$ cat src/rtl/eight_bit_adder_core.sv
// Registered 8-bit ripple-carry adder: {cout, sum} = a + b + cin, one cycle after sampling.
// Each full-adder cell is two half adders joined by an OR of their carries.

module HalfAdder (
   input  logic x_i,
   input  logic y_i,
   output logic s_o,
   output logic c_o
);

   assign s_o = x_i ^ y_i;
   assign c_o = x_i & y_i;

endmodule

module FullAdder (
   input  logic a_i,
   input  logic b_i,
   input  logic c_i,
   output logic s_o,
   output logic c_o
);

   logic halfSum;
   logic halfCarry0;
   logic halfCarry1;

   HalfAdder u_ha0 (
      .x_i (a_i),
      .y_i (b_i),
      .s_o (halfSum),
      .c_o (halfCarry0)
   );

   HalfAdder u_ha1 (
      .x_i (halfSum),
      .y_i (c_i),
      .s_o (s_o),
      .c_o (halfCarry1)
   );

   assign c_o = halfCarry0 | halfCarry1;

endmodule

module eight_bit_adder_core (
   input  logic       clk,
   input  logic       rst,
   input  logic [7:0] a,
   input  logic [7:0] b,
   input  logic       cin,
   output logic [7:0] sum,
   output logic       cout
);

   logic [8:0] carry;
   logic [7:0] sum_d;
   logic       cout_d;
   logic [7:0] sum_q;
   logic       cout_q;

   assign carry[0] = cin;

   // Carry ripples from bit 0 up to bit 7; carry[8] is the word's carry-out.
   for (genvar i = 0; i < 8; i++) begin : g_bit
      FullAdder u_fa (
         .a_i (a[i]),
         .b_i (b[i]),
         .c_i (carry[i]),
         .s_o (sum_d[i]),
         .c_o (carry[i+1])
      );
   end

   assign cout_d = carry[8];

   always_ff @(posedge clk or posedge rst) begin
      if (rst) begin
         sum_q  <= 8'd0;
         cout_q <= 1'b0;
      end else begin
         sum_q  <= sum_d;
         cout_q <= cout_d;
      end
   end

   assign sum  = sum_q;
   assign cout = cout_q;

endmodule

$ cat config.mk
export PLATFORM = sky130hd
export DESIGN_NAME = eight_bit_adder_core
export DESIGN_NICKNAME = d
export VERILOG_FILES = /design/src/rtl/eight_bit_adder_core.sv
export SDC_FILE = /design/constraint.sdc
export NUM_CORES = 1
export LEC_CHECK = 0
export ABC_AREA = 1
export BUFFER_PORTS_ARGS = -buffer_cell sky130_fd_sc_hd__buf_2
export CAP_MARGIN = 10
export CELL_PAD_IN_SITES_DETAIL_PLACEMENT = 0
export CELL_PAD_IN_SITES_GLOBAL_PLACEMENT = 2
export CORE_ASPECT_RATIO = 1.2
export CORE_UTILIZATION = 25
export CTS_BUF_LIST = sky130_fd_sc_hd__clkbuf_4 sky130_fd_sc_hd__clkbuf_8
export CTS_CLUSTER_DIAMETER = 40
export DETAILED_ROUTE_END_ITERATION = 10
export PLACE_DENSITY_LB_ADDON = 0.1
export SYNTH_ARGS = -nofsm -noshare
export SYNTH_HDL_FRONTEND = slang
export SYNTH_HIERARCHICAL = 1
export SYNTH_SLANG_ARGS = --single-unit
export TNS_END_PERCENT = 30
$ cat constraint.sdc
create_clock -name clk -period 0.8 [get_ports clk]
set_input_delay 0.04 -clock clk [delete_from_list [all_inputs] [get_ports clk]]
set_output_delay 0.04 -clock clk [all_outputs]
set_load 0.02 [all_outputs]
# Word-level counts from Yosys, hierarchy flattened
# Index checks and enable logic that the tools add are counted.
# classes
bitwise	40
magnitude_cmp	0
n_mul	0
n_reduce_logical	0
n_div	0
n_mux	0
add_sub_neg	0
eq_ne	0
n_shift	0
# op_table
op	n
$and 1x1->1	16
$xor 1x1->1	16
$or 1x1->1	8
# totals
output_inout_bits	9
mem_bits_ro	0
latchBits	0
reg_bits	9
memories	0
input_bits	19
word_cells	42
ram_bits	0

# Depth between registers and ports, before layout
# Gate-level depths: netlist (run 1).
# depth
depth_word	17
mapped_depth	25
depth_no_buf	25

# By module
# The synthesis (run 1) kept the hierarchy.
# by_module_without_submodules
module	cells_per_inst	seq_area_each_um2	area_per_inst_um2	n_inst
eight_bit_adder_core	10	225.2	229.0	1
HalfAdder	1	0.0	12.5	16
FullAdder	3	0.0	11.3	8

# Least setup slack after synthesis (run 1)
# Ideal clock, no wire load.
# synth_timing
path_kind	input port to flip-flop
start	input port a[0]
end	register sum_q[7], in the netlist sum[7]
arrival_time_ns	2.303
setup_time_ns	0.126
stages	23
slack_ns	-1.628
required_time_ns	0.674
n_path_buf	0
cell_sequence	ha_1 ha_1 inv_1 nand2_1 ha_1 inv_1 nand2_1 ha_1 inv_1 nand2_1 ha_1 inv_1 nand2_1 ha_1 inv_1 nand2_1 ha_1 inv_1 nand2_1 ha_1 inv_1 nand2_1 ha_1
# synth_via
elab_chain_len	16
elab_cells_between_ends	17
classes_between	bitwise: 17
# synth_lines
element	line_no	text
start, declared	49	input logic [7:0] a,
$xor 1x1->1	11	assign s_o = x_i ^ y_i;
$and 1x1->1	12	assign c_o = x_i & y_i;
net g_bit[0].u_fa.halfCarry1	26	logic halfCarry1;
$or 1x1->1	42	assign c_o = halfCarry0 | halfCarry1;
net carry[1]	56	logic [8:0] carry;
$and 1x1->1	12	
net g_bit[1].u_fa.halfCarry1	26	
$or 1x1->1	42	
net carry[2]	56	
[... 1 more ...]	-	
net g_bit[2].u_fa.halfCarry1	26	
[... 1 more ...]	-	
net carry[3]	56	
[... 1 more ...]	-	
net g_bit[3].u_fa.halfCarry1	26	
[... 1 more ...]	-	
net carry[4]	56	
[... 1 more ...]	-	
net g_bit[4].u_fa.halfCarry1	26	
[... 1 more ...]	-	
net carry[5]	56	
[... 1 more ...]	-	
net g_bit[5].u_fa.halfCarry1	26	
$or 1x1->1	42	
net carry[6]	56	
$and 1x1->1	12	
net g_bit[6].u_fa.halfCarry1	26	
$or 1x1->1	42	
net carry[7]	56	
$xor 1x1->1	11	
net sum_d[7]	57	logic [7:0] sum_d;
end signal, assigned	82	sum_q <= sum_d;
end, declared	59	logic [7:0] sum_q;
# The timed path passes the listed nets, and every way through them passes these cells.

# Final worst setup path (run 1)
# layout_timing
start	input port b[0]
end	register cout_q, in the netlist cout
# layout_via
elab_chain_len	17
elab_cells_between_ends	18
classes_between	bitwise: 18
# layout_lines
element	line_no	text
start, declared	50	input logic [7:0] b,
$xor 1x1->1	11	
net g_bit[0].u_fa.halfSum	24	logic halfSum;
$and 1x1->1	12	
net g_bit[0].u_fa.halfCarry1	26	
$or 1x1->1	42	
net carry[1]	56	
$and 1x1->1	12	
net g_bit[1].u_fa.halfCarry1	26	
[... 1 more ...]	-	
net carry[2]	56	
[... 1 more ...]	-	
net g_bit[2].u_fa.halfCarry1	26	
[... 1 more ...]	-	
net carry[3]	56	
[... 1 more ...]	-	
net g_bit[3].u_fa.halfCarry1	26	
[... 1 more ...]	-	
net carry[4]	56	
[... 1 more ...]	-	
net g_bit[4].u_fa.halfCarry1	26	
[... 1 more ...]	-	
net carry[5]	56	
[... 1 more ...]	-	
net g_bit[5].u_fa.halfCarry1	26	
[... 1 more ...]	-	
net carry[6]	56	
$and 1x1->1	12	
net g_bit[6].u_fa.halfCarry1	26	
$or 1x1->1	42	
net carry[7]	56	
$and 1x1->1	12	
net g_bit[7].u_fa.halfCarry1	26	
$or 1x1->1	42	
net carry[8]	56	
end signal, assigned	83	cout_q <= cout_d;
end, declared	60	logic cout_q;
# The timed path passes the listed nets, and every way through them passes these cells.

==> results of run 1 <==
==> path summary, 6_finish.rpt <==
path | start | endpoint | slack, ns | cells past startpoint
min in group asynchronous | rst | sum[5] | 0.30 | 3
worst min-delay path | cin | sum[0] | 0.03 | 2
worst max-delay path | b[0] | cout | -1.31 | 26
max in group asynchronous | rst | sum[7] | 0.23 | 3
==> flip-flops by register name (all words and copies together), names as in the netlist <==
| signal | count |
|---|---|
| sum | 8 |
| cout | 1 |
==> routing by layer <==
metal | global-route usage | share of wire
met5 | 0 | 0
met4 | 0.0781 | 0
met3 | 0.0208 | 0.082
met2 | 0.139 | 0.49
met1 | 0.107 | 0.42
==> stage by stage <==
step	hold WS (ns)	TNS, ns	setup WS [ns]	cells
4_1_cts	0.0242	-6.00	-1.34	101
3_3_place_gp	0.0397	-8.29	-1.69	96
6_report	0.0316	-5.67	-1.31	101
2_1_floorplan	-0.132	-6.58	-1.44	50
3_5_place_dp	0.0404	-8.20	-1.68	96
5_1_grt	0.0289	-6.55	-1.45	101
==> final cells by class <==
class / instances / area (um^2)
clock buffers: 3 / 22.5
inverters: 17 / 63.8
well taps: 19 / 23.8
clock inverters: 1 / 5.00
multi-input cells: 24 / 328
repair buffers: 28 / 151
fillers: 192 / 1070
flip-flops and latches: 9 / 225
==> power groups by stage <==
stage	combinational, W	clock [W]	sequential [W]
finish	0.000495	0.000356	0.000562
global route	0.000565	0.000407	0.000571
CTS	0.000487	0.000388	0.000565
detailed placement	0.000433	0	0.000575
global placement	0.000427	0	0.000568
floorplan	0.000135	0	0.000692
==> cell families (layout without fill, tap and decap cells) <==
logic type	Yosys count	in the layout	share of synthesized area
and+or+nand+nor	8	8	0.0578
buffers and inverters	17	49	0.123
DFF	9	9	0.434
adders and majority gates	16	16	0.386
==> cells in the final DEF (no fill, tap or decap), drive strengths merged <==
master and instances:
buf 27, clkbuf 3, clkinv 1, dfrtp 9, dlygate4sd3 1, ha 16
inv 17, nand2 8
==> timing repair <==
action / in CTS / in global routing
endpoints found under the setup margin: 16 / 16
pin swaps: 1 / 1
resized for setup: 11 / 6
hold endpoints to repair: 9 / 0
hold buffers: 1 / 0
==> qor.yml, run 1 <==
num_antenna_cells: 0
gr-usage-all-layers: 0.0917
largest_net_degree_at_the_start_of_global_routing: 10
cts.reportedPaths.clkPinSlew_ns: 0.06
die_area_um2: 2260
synth.lib_cells_used.distinct: 4
detailed_place.area_um2: 721
cp_slowest_stage_delay_ns: 0.23
clockRootBuffer: "sky130_fd_sc_hd__clkbuf_4"
worst_ep_arrival_time_ns: 2.27
drt-total-wl_um: 873
finalSetupViolations: 16
result_of_the_run: "complete, but fails checks"
hpwl_um: 731
die_height_um: 51.9
start_util: 0.274
power_frac_comb: 0.350
drt.antenna.violating_nets: 0
cpMaxStageDelayCell: "sky130_fd_sc_hd__ha_4"
synth-edff-count: 0
cts_made_buffers: 3
post_synth_instance_area_um2: 519
clock_sinks: 9
switchingPower_w: 0.000476
h-tree-depth: 1
die-width_um: 43.6
routed_wire_length_per_instance_um: 8.64
power.static_leakage_nw: 0.439
critical_path_peak_fanout: 1
number_of_port_buffers: 27
row_count: 17
antenna_found_initial: 0
buffers_inserted_during_post_cts_setup_optimization: 0
synth_area_leader_cell: "sky130_fd_sc_hd__dfrtp_1"
final_core_utilization: 0.433
switching_share: 0.337
postLayoutCellArea_um2: 820
synthesis.instances: 50
postSynthNetCount: 85
slew_headroom: 0.748
critPathLaunchType: "primary input"
tightest_slew_ns: 0.378
ys_top_cells_by_area: "sky130_fd_sc_hd__dfrtp_1 (43%), sky130_fd_sc_hd__ha_1 (39%), sky130_fd_sc_hd__inv_1 (12%)"
route.vias.total: 406
globalRoute.totalOverflow: 0
layout-area-overhead-vs-synth_pct: 57.8
synth_commonest_cells: "sky130_fd_sc_hd__inv_1 (17), sky130_fd_sc_hd__ha_1 (16), sky130_fd_sc_hd__dfrtp_1 (9), sky130_fd_sc_hd__nand2_1 (8)"
dominantRegCellSynth: "sky130_fd_sc_hd__dfrtp_1"
criticalPathCategory: "in -> reg"
final_critical_path_setup_slack_ns: -1.31
max-clock-path-buffers: 2
grt_pass1_vias: 384
timing.critical_path.mode_cell: "sky130_fd_sc_hd__inv_2"
violated_checks: "design-rule violations, negative setup slack"
postSynthRegisterBits: 9
avgViaCountPerCell: 4.02
gpl.final_weighted_congestion: 0.640
vdd.ir_drop.worst_mv: 0.871
critPathTopFamily: "adder cells"
report.final.hold_viol_count: 0
achievable-frequency_mhz: 473
drcViolationCount: 3
design.final.nets: 118
drt-pass1-iter-count: 6
postSynthAreaPerCell_um2: 10.4
grt_pass1_wl_um: 1460
power_frac_seq: 0.398
power.density_nw_per_um2: 1720
synth.yosys.seq_area_share: 0.434
fin_total_pwr_w: 0.00141
internal_power_w: 0.000938
drive_gt1_frac: 0.646
power.share.clock: 0.252
post-synth-top-count-cell: "sky130_fd_sc_hd__inv_1"
yosys_warnings: 6
rsz0062_at_grt: "true"
first_iter_violations: 3
cts_tree: "done"
finalCritPeriodShare: 2.64
timing.max_cap.violations: 0
async_reset_ff_frac: 1.00
core_um2: 1890
crit_buf_inv: 9
endpoint_kind: "register"
hold_class: "in -> reg"
finalWorstPathRequiredPeriod_ns: 2.11
post-synth-top-area-fraction: 0.434
floorplan.io_pins: 28
timing.final.max_slew_violations: 0
critPathRequiredTime_ns: 0.95
Power figures use the tool's default switching activity.
==> run 2, diff against run 1 <==
- CELL_PAD_IN_SITES_GLOBAL_PLACEMENT: 2 -> 1
- CORE_UTILIZATION: 25 -> 32
==> run 2 against run 1 <==
Against the previous run:
- total power is 2.1% higher
- sequential share of layout area decreased by 0.13 points
- the flow finishes with violations (negative setup slack)
- largest power group unchanged
- setup slack worse by 0.032 ns
- design area is 0.46% higher
- largest cell class unchanged
- hold slack improved by 0.0085 ns
==> qor.yml, run 2 (synthesis results as in run 1) <==
die_area_um2: 1790
report.final.hold_viol_count: 0
layout-area-overhead-vs-synth_pct: 58.6
num_antenna_cells: 0
clockRootBuffer: "sky130_fd_sc_hd__clkbuf_4"
power.density_nw_per_um2: 1750
vdd.ir_drop.worst_mv: 0.866
drt.antenna.violating_nets: 0
finalCritPeriodShare: 2.68
critPathTopFamily: "adder cells"
cts.reportedPaths.clkPinSlew_ns: 0.06
clock_sinks: 9
result_of_the_run: "complete, but fails checks"
final_common_cell: "sky130_fd_sc_hd__buf_2"
fin_total_pwr_w: 0.00144
finalWorstPathRequiredPeriod_ns: 2.15
avgViaCountPerCell: 4.15
worst_ep_arrival_time_ns: 2.30
final_critical_path_setup_slack_ns: -1.35
final.fill_count: 136
smallest_hold_slack_ns: 0.0400
multi_input_comb_area_um2: 313
die_height_um: 46.1
cts_made_buffers: 3
most-common-layout-cells: "sky130_fd_sc_hd__buf_2 (23), sky130_fd_sc_hd__inv_1 (12), sky130_fd_sc_hd__dfrtp_1 (9)"
achievable-frequency_mhz: 466
number_of_port_buffers: 27
timing.final.max_slew_violations: 0
rsz0062_at_grt: "true"
cp_slowest_stage_delay_ns: 0.23
area.sequential_um2: 225
hpwl_um: 664
grt_pass1_vias: 363
hold_class: "in -> reg"
floorplan.io_pins: 28
globalRoute.totalOverflow: 0
gpl.final_weighted_congestion: 0.634
finalSetupViolations: 10
gr-usage-all-layers: 0.111
detailed_place.area_um2: 718
routed_wire_length_per_instance_um: 8.19
drt-pass1-iter-count: 3
critical_path_peak_fanout: 1
largest_net_degree_at_the_start_of_global_routing: 10
crit_buf_inv: 9
final_core_utilization: 0.555
route.vias.total: 411
endpoint_kind: "register"
power.static_leakage_nw: 0.445
flip_flop_count_of_the_largest_register_all_copies_and_words_added: 8
cts_tree: "done"
criticalPathCategory: "in -> reg"
timing.hold.worst.start: "cin"
timing.max_cap.violations: 0
violated_checks: "negative setup slack"
buffers_inserted_during_post_cts_setup_optimization: 0
core_um2: 1480
drt-total-wl_um: 811
max-clock-path-buffers: 2
antenna_found_initial: 0
slew_headroom: 0.762
hold_end: "sum[0]"
grt_pass1_wl_um: 1350
min_delay_path_depth: 2
first_iter_violations: 2
design.final.nets: 118
h-tree-depth: 1
start_util: 0.350
die-width_um: 38.8
row_count: 15
critPathLaunchType: "primary input"
critPathRequiredTime_ns: 0.95
drive_gt1_frac: 0.598
postLayoutCellArea_um2: 823
drcViolationCount: 0
setup_total_negative_slack_ns: -5.82
tightest_slew_ns: 0.356
cpMaxStageDelayCell: "sky130_fd_sc_hd__ha_4"
## run 2: power by group
| part | internal, W | switching [W] | leakage (nW) |
|---|---|---|---|
| sequential | 0.000542 | 0.0000221 | 0.105 |
| clock | 0.000226 | 0.000159 | 0.0184 |
| combinational | 0.000222 | 0.000271 | 0.321 |
## run 2: layer usage
metal | vias to the layer above | wire [um] | global-route usage | share of wire
met3 | 0 | 62 | 0.0290 | 0.076
met1 | 181 | 321 | 0.124 | 0.40
met5 | - | 0 | 0 | 0
li1 | 213 | - | - | -
met2 | 17 | 427 | 0.187 | 0.53
met4 | 0 | 0 | 0.0621 | 0
## run 2: timing repair
action / CTS / global route
gates resized for setup: 12 / 5
cloned: 0 / 0
endpoints found under the hold margin: 9 / 0
pin swaps: 2 / 0
endpoints found under the setup margin: 16 / 16
hold buffers: 1 / 0
## run 2: layout make-up
type	count	share of cell area
inverters	17	0.0775
clock buffers	4	0.0365
multi-input cells	24	0.380
repair buffers	28	0.207
flip-flops and latches	9	0.274
well taps	17	0.0258
## run 2: how the worst max path moves through the flow
stage	startpoint	end	slack (ns)	depth (start not counted)
CTS	b[0]	cout	-1.35	26
global placement	a[0]	sum[7]	-1.67	24
detailed placement	a[0]	sum[7]	-1.68	24
global route	b[0]	cout	-1.48	26
finish	b[0]	cout	-1.35	26
floorplan	a[0]	sum[7]	-1.44	23
## run 2: stage by stage
stage	setup WS, ns	instances
2_1_floorplan	-1.44	50
3_3_place_gp	-1.67	94
3_5_place_dp	-1.68	94
4_1_cts	-1.35	99
5_1_grt	-1.48	99
6_report	-1.35	99
==> run 3, diff against run 2 <==
- ABC_AREA: 1 -> not set
- CORE_ASPECT_RATIO: 1.2 -> not set
- CORE_UTILIZATION: 32 -> 35
- clock period: 0.8 -> 2.5 ns (I/O delays scaled with it)
==> run 3 against run 2 <==
Against the previous run:
- the flow still finishes with violations (negative setup slack)
- design area down 12%
- critical endpoint unchanged
- die area down 15%
- cell count down 19%
- hold slack better by 0.080 ns
- synthesized cell count down 32%
- setup slack better by 0.62 ns
- clock power down 68%
- sequential power down 68%
- synthesized area down 7.7%
- via count down 15%
==> qor.yml, run 3 <==
timing.final.max_slew_violations: 0
critical_path.startpoint: "a[0]"
critical_path_peak_fanout: 1
report.final.hold_viol_count: 0
final.fill_count: 101
critPathLaunchType: "primary input"
final_common_cell: "sky130_fd_sc_hd__buf_2"
finalWorstPathRequiredPeriod_ns: 3.23
final_critical_path_setup_slack_ns: -0.729
slew_headroom: 0.762
row_count: 12
hold_class: "in -> reg"
cp_slowest_stage_delay_ns: 0.23
synth_commonest_cells: "sky130_fd_sc_hd__ha_1 (16), sky130_fd_sc_hd__dfrtp_1 (9), sky130_fd_sc_hd__or2_1 (8), sky130_fd_sc_hd__inv_1 (1)"
critical_path_cell_sequence: "buf_6 > ha_4 > ha_4 > or2_1 > ha_2 > or2_1 > ha_2 > or2_1 > ha_2 > or2_1 > ha_2 > or2_1 > ha_2 > or2_1 > ha_2 > or2_1 > ha_2 > or2_1"
drt-pass1-iter-count: 4
drcViolationCount: 0
power.density_nw_per_um2: 598
post_synth_instance_area_um2: 479
vdd.ir_drop.worst_mv: 0.281
postSynthNetCount: 69
result_of_the_run: "complete, but fails checks"
timing.max_cap.violations: 0
endpoint_kind: "register"
max-clock-path-buffers: 2
achievable-frequency_mhz: 310
grt_pass1_wl_um: 1290
num_antenna_cells: 0
cts_made_buffers: 3
dominantRegCellSynth: "sky130_fd_sc_hd__dfrtp_1"
async_reset_ff_frac: 1.00
postLayoutCellArea_um2: 727
clock_sinks: 9
gpl.final_weighted_congestion: 0.512
rsz0062_at_grt: "true"
fin_total_pwr_w: 0.000435
cts_tree: "done"
violated_checks: "negative setup slack"
timing.critical_path.mode_cell: "sky130_fd_sc_hd__or2_1"
smallest_hold_slack_ns: 0.120
buffers_inserted_during_post_cts_setup_optimization: 0
cts.reportedPaths.clkPinSlew_ns: 0.06
design.final.nets: 102
synth.yosys.seq_area_share: 0.470
power.static_leakage_nw: 0.386
most-common-layout-cells: "sky130_fd_sc_hd__buf_2 (25), sky130_fd_sc_hd__dfrtp_1 (9), sky130_fd_sc_hd__or2_1 (8)"
die_height_um: 39
drive_gt1_frac: 0.606
dp.cells: 75
finalSetupViolations: 3
gr-usage-all-layers: 0.133
synth.lib_cells_used.distinct: 4
first_iter_violations: 5
worst_ep_arrival_time_ns: 3.37
drt-total-wl_um: 857
post-synth-top-area-fraction: 0.470
post-synth-top-count-cell: "sky130_fd_sc_hd__ha_1"
clockRootBuffer: "sky130_fd_sc_hd__clkbuf_4"
routed_wire_length_per_instance_um: 10.7
globalRoute.totalOverflow: 0
detailed_place.area_um2: 664
synthesis.instances: 34
worstSetupEndpoint: "cout"
avgViaCountPerCell: 4.36
layout-area-overhead-vs-synth_pct: 51.7
yosys_warnings: 6
core_um2: 1190
floorplan.io_pins: 28
synth-edff-count: 0
drt.antenna.violating_nets: 0
route.vias.total: 349
largest_net_degree_at_the_start_of_global_routing: 10
finalCritPeriodShare: 1.29
tightest_slew_ns: 0.356
layout.cells.non_filler: 80
postSynthAreaPerCell_um2: 14.1
critPathRequiredTime_ns: 2.64
antenna_found_initial: 0
number_of_port_buffers: 27
die_area_um2: 1520
synth_area_leader_cell: "sky130_fd_sc_hd__dfrtp_1"
postSynthRegisterBits: 9
die-width_um: 39
criticalPathCategory: "in -> reg"
start_util: 0.404
cpMaxStageDelayCell: "sky130_fd_sc_hd__ha_4"
h-tree-depth: 1
flip_flop_count_of_the_largest_register_all_copies_and_words_added: 8
final_core_utilization: 0.613
ys_top_cells_by_area: "sky130_fd_sc_hd__dfrtp_1 (47%), sky130_fd_sc_hd__ha_1 (42%), sky130_fd_sc_hd__or2_1 (10%)"
grt_pass1_vias: 310
run 3: cell types whose count changed after synthesis, sizes merged:
cell / before / now
inv: 17 / 1
or2: 0 / 8
nand2: 8 / 0
run 3: kinds of logic after synthesis:
logic type / synth area share
adders and majority gates: 0.418
DFF: 0.470
and+or+nand+nor: 0.104
buffers and inverters: 0.00783
run 3: cell type report:
type	instances	area, um^2	area share
multi-input cells	24	293	0.403
flip-flops and latches	9	225	0.310
repair buffers	28	158	0.217
clock buffers	4	30.0	0.0413
well taps	14	17.5	0.0241
inverters	1	3.75	0.00516
run 3: layer usage:
| metal | part of all wire | vias to the layer above | wire length [um] | track usage |
|---|---|---|---|---|
| li1 | - | 181 | - | - |
| met1 | 0.40 | 153 | 339 | 0.149 |
| met2 | 0.52 | 15 | 449 | 0.221 |
| met3 | 0.079 | 0 | 68 | 0.0520 |
| met4 | 0 | 0 | 0 | 0.0517 |
| met5 | 0 | - | 0 | 0 |
run 3: worst min path at each step:
stage               start     end  cells past startpoint
floorplan             rst    cout                      1
global placement      rst  sum[0]                      2
detailed placement    rst  sum[7]                      2
CTS                   cin  sum[0]                      2
global route          cin  sum[0]                      2
finish                cin  sum[0]                      2
run 3: timing repair:
item	4_1_cts	5_1_grt
hold buffers	1	0
endpoints found under the hold margin	9	0
resized for setup	2	1
setup endpoints to repair	3	3
gates cloned	0	0
run 3: worst max-delay path: cells and delay by family:
kind / cells / cell delay (ns)
fa+ha+maj: 9 / 1.49
buf+inv: 1 / 0.10
simple gates: 8 / 1.66
run 3: stage by stage:
step                      setup WS (ns)  TNS (ns)
after floorplan                  -0.803     -1.82
after global placement            -1.02     -2.58
after detailed placement          -1.04     -2.62
after CTS                        -0.733     -1.57
after global routing             -0.826     -1.81
final                            -0.729     -1.55
run 3: where the power goes:
part           switching (W)  internal (W)
clock network      0.0000518     0.0000723
logic              0.0000755     0.0000571
registers         0.00000505      0.000173
